<file path="src/rtl/seq_detect_fsm.sv">
// Serial bit-pattern detector: pulses flag for one clock when the last LEN
// samples of din equal PATTERN (first-received bit is PATTERN[LEN-1]).
module seq_detect_fsm #(
    parameter int             LEN     = 5,
    parameter logic [LEN-1:0] PATTERN = 5'b10110,
    parameter bit             OVERLAP = 1'b1
) (
    input  logic clk,
    input  logic rst,
    input  logic din,
    output logic flag
);

    // The default overlapping 10110 detector maps onto a six-state Moore
    // machine; every other configuration uses the shift-history datapath.
    localparam bit USE_FSM = (LEN == 5) && (PATTERN == LEN'(22)) && OVERLAP;

    if (USE_FSM) begin : g_fsm
        typedef enum logic [2:0] {
            IDLE, S1, S10, S101, S1011, S10110
        } state_e;

        state_e state_q, state_d;

        always_ff @(posedge clk or posedge rst) begin
            if (rst) state_q <= IDLE;
            else     state_q <= state_d;
        end

        always_comb begin
            state_d = IDLE;
            case (state_q)
                IDLE:    state_d = din ? S1    : IDLE;
                S1:      state_d = din ? S1    : S10;
                S10:     state_d = din ? S101  : IDLE;
                S101:    state_d = din ? S1011 : S10;
                S1011:   state_d = din ? S1    : S10110;
                // Trailing "10" of a match is reused as the next prefix.
                S10110:  state_d = din ? S101  : IDLE;
                default: state_d = IDLE;
            endcase
        end

        // Decoded straight from the state register, so no path from din.
        assign flag = (state_q == S10110);
    end else begin : g_shift
        localparam int CW = $clog2(LEN + 1);

        logic [LEN-1:0] hist_q, hist_d;
        logic [CW-1:0]  cnt_q, cnt_d;
        logic           flag_q, flag_d;
        logic [CW-1:0]  ncnt;

        always_comb begin
            hist_d = {hist_q[LEN-2:0], din};
            ncnt   = (cnt_q == CW'(LEN)) ? cnt_q : cnt_q + CW'(1);
            // Count gate first so a zero-filled history never matches.
            flag_d = (ncnt == CW'(LEN)) && (hist_d == PATTERN);
            cnt_d  = (flag_d && !OVERLAP) ? '0 : ncnt;
        end

        always_ff @(posedge clk or posedge rst) begin
            if (rst) begin
                hist_q <= '0;
                cnt_q  <= '0;
                flag_q <= 1'b0;
            end else begin
                hist_q <= hist_d;
                cnt_q  <= cnt_d;
                flag_q <= flag_d;
            end
        end

        assign flag = flag_q;
    end

endmodule

</file>
<file path="config.mk">
export PLATFORM = sky130hd
export DESIGN_NAME = seq_detect_fsm
export DESIGN_NICKNAME = d
export VERILOG_FILES = /design/src/rtl/seq_detect_fsm.sv
export SDC_FILE = /design/constraint.sdc
export NUM_CORES = 1
export LEC_CHECK = 0
export CORE_AREA = 2 2 39 41
export DETAILED_ROUTE_END_ITERATION = 7
export DIE_AREA = 0 0 41 43
export SLEW_MARGIN = 30
export SYNTH_ARGS = -nofsm -noshare
export SYNTH_HDL_FRONTEND = slang
export SYNTH_SLANG_ARGS = --single-unit
</file>
<file path="constraint.sdc">
create_clock -name clk -period 1.39 [get_ports clk]
set_input_delay 0.278 -clock clk [delete_from_list [all_inputs] [get_ports clk]]
set_output_delay 0.278 -clock clk [all_outputs]
set_load 0.02 [all_outputs]
</file>
==> results.toml <==
[cells_and_area]
area.sequential_um2 = 75.1
multi_input_comb_area_um2 = 78.8
final_area_um2 = 246
final_nets = 26
largest_register_ffs = 3
area_growth_syn_to_layout_pct = 56.3
regMostFlops = "g_fsm.state_q"
layout-drive-gt1-share = 0.409
nFillCells = 159
antenna_cells = 0
largestRegisters = "g_fsm.state_q (3)"
final_cells = 38
final_util = 0.178

[clock_network]
clk_pin_slew_ns = 0.04
cts_setup_buffers = 0
htreeDepth = 1
hold_buffers = 0
numCtsBuffers = 3
clkSinkCount = 3
ctsLongestPathBuffers = 2
cts_tree = "built"
cts-root-buf = "clkbuf_4"
clk_latency_ns = 0.23

[worst_setup_path]
cp.required_ns = 1.11
crit_type = "flop to output pin"
worst_setup_path_start_kind = "flop"
critPathCaptureType = "output pin"
worstPathArrival_ns = 1.05
worstPathMaxFanout = 5

[floorplan]
rows = 14
io_pins = 4
start_util = 0.114
die-width_um = 41
core_area_mm2 = 0.00138
chipHeight_um = 43
die_area_mm2 = 0.00176

[drt]
routed_via_density = 3.87
drtIter0Drc = 6
firstDrtPassIters = 4
wirelength_um = 435
ant_nets = 0
route.vias.total = 147
wl_per_cell_um = 11.4
drc_errors = 0

[sta]
fin_ws_ns = 0.0661
maxSlewHeadroom = 0.827
setup_viol = 0
hold_violations = 0
drv_slew = 0
fmax_mhz = 755
tightest_slew_ns = 0.258
finalCriticalPeriod_ns = 1.32
rsz0062_at_grt = "false"
finClkSkew_ns = 0.00341
fin_crit_sh = 0.952

[grt]
track_usage = 0.0694
gr-total-overflow = 0
grt_use_met3 = 0.0366
top_usage_layer = "met2"
met1_usage = 0.0421
antenna_found_initial = 0
grt_pass1_wl_um = 703
met2_usage = 0.116
grt_max_degree = 6
grt_pass1_vias = 183

[outcome]
outcome = "completed"

[synth]
yosysTopAreaCellShare = 0.476
ys_types = 10
syn_area_um2 = 158
seq_area_frac_synth = 0.476
ys_ff_latch = 3
syn_nets = 16
synth.avg_cell_area_um2 = 12.1
netlist_instances = 13
synthTopCellsByArea = "dfrtp_1 48%, nor3b_1 9.5%, and4bb_2 7.9%, mux2_2 7.1%, and3b_2 6.3%"
synth_area_leader_cell = "dfrtp_1"
ys_warn_count = 0

[worst_hold_path]
hp-class = "primary input to asynchronous set/reset pin"

[power_and_ir_drop]
p_total_uw = 314
power.leakage_nw = 0.124
peakVddDrop_v = 0.000278
powerDensity_mw_per_mm2 = 1280

[placed_design]
dp_slack_ns = -0.146
gp_congestion = 0.618
post_dp_cell_area_um2 = 223
io_buffers = 3
place_inst = 34

[job]
cap_violations = 0
[power breakdown]
part | total, mW | internal, mW | switching, mW
Sequential | 0.107 | 0.0988 | 0.00801
Clock | 0.152 | 0.108 | 0.0445
Combinational | 0.0554 | 0.0327 | 0.0227
Total | 0.314 | 0.239 | 0.0753
[per-layer routing]
layer | wire length, µm | up-vias
met5 | 0 | -
met2 | 255 | 6
li1 | - | 68
met4 | 6 | 0
met1 | 128 | 71
met3 | 45 | 2
[worst paths after layout]
check | slack [ns] | cells after the start | start | endpoint
hold / removal | 0.23 | 2 | rst | g_fsm.state_q[1]
setup / recovery | 0.07 | 2 | g_fsm.state_q[1] | flag
hold reg to reg | 0.63 | 2 | g_fsm.state_q[1] | g_fsm.state_q[0]
min in group clk | 0.63 | 2 | g_fsm.state_q[1] | g_fsm.state_q[0]
setup reg to reg | 0.28 | 3 | g_fsm.state_q[0] | g_fsm.state_q[2]
max in group asynchronous | 1.03 | 2 | rst | g_fsm.state_q[2]
[placed cells by master (no fill, tap or decap)]
| cell type | netlist | layout |
|---|---|---|
| clkbuf_4 | 0 | 3 |
| dfrtp_1 | 3 | 3 |
| buf_4 | 0 | 3 |
| nor3b_1 | 2 | 2 |
| clkdlybuf4s50_1 | 0 | 2 |
| and3b_1 | 1 | 1 |
| and4bb_2 | 1 | 1 |
| a211o_1 | 1 | 1 |
| o21ai_0 | 1 | 1 |
| a21o_1 | 1 | 1 |
| and3b_2 | 1 | 1 |
| mux2_2 | 1 | 1 |
| inv_1 | 1 | 1 |
| clkbuf_1 | 0 | 1 |
[cell usage after synthesis]
master    instances
and3b_2           1
o21ai_0           1
a21o_1            1
and4bb_2          1
a211o_1           1
mux2_2            1
nor3b_1           2
inv_1             1
and3b_1           1
dfrtp_1           3
[layout make-up]
cell class                 count  area share
tap                           16      0.0812
inverter                       1      0.0152
timing repair buffer           5       0.173
sequential                     3       0.305
clock buffer                   4       0.107
multi-input combinational      9       0.320
[kinds of logic (layout without fill, tap and decap cells)]
| family | count (synthesis) | in the layout | share of synthesized area |
|---|---|---|---|
| AOI/OAI and AO/OA | 3 | 3 | 0.135 |
| buffers and inverters | 1 | 10 | 0.0238 |
| DFF | 3 | 3 | 0.476 |
| muxes | 1 | 1 | 0.0714 |
| and+or+nand+nor | 5 | 5 | 0.294 |
[worst max-delay path, stage by stage (launching register included)]
cell and delay (ns):
dfrtp_1 0.40, and3b_1 0.26, buf_4 0.15
[through the flow]
| stage | hold WS [ns] | setup TNS [ns] |
|---|---|---|
| global route | 0.245 | 0 |
| detailed placement | 0.466 | -0.179 |
| global placement | 0.451 | -0.112 |
| CTS | 0.225 | 0 |
| finish | 0.226 | 0 |
| floorplan | 0.0316 | 0 |
[timing repair]
action	CTS	global route
gates resized for setup	4	1
endpoints found under the setup margin	1	1
cloned	0	0
No activity file was read; power rests on OpenSTA's default activity.
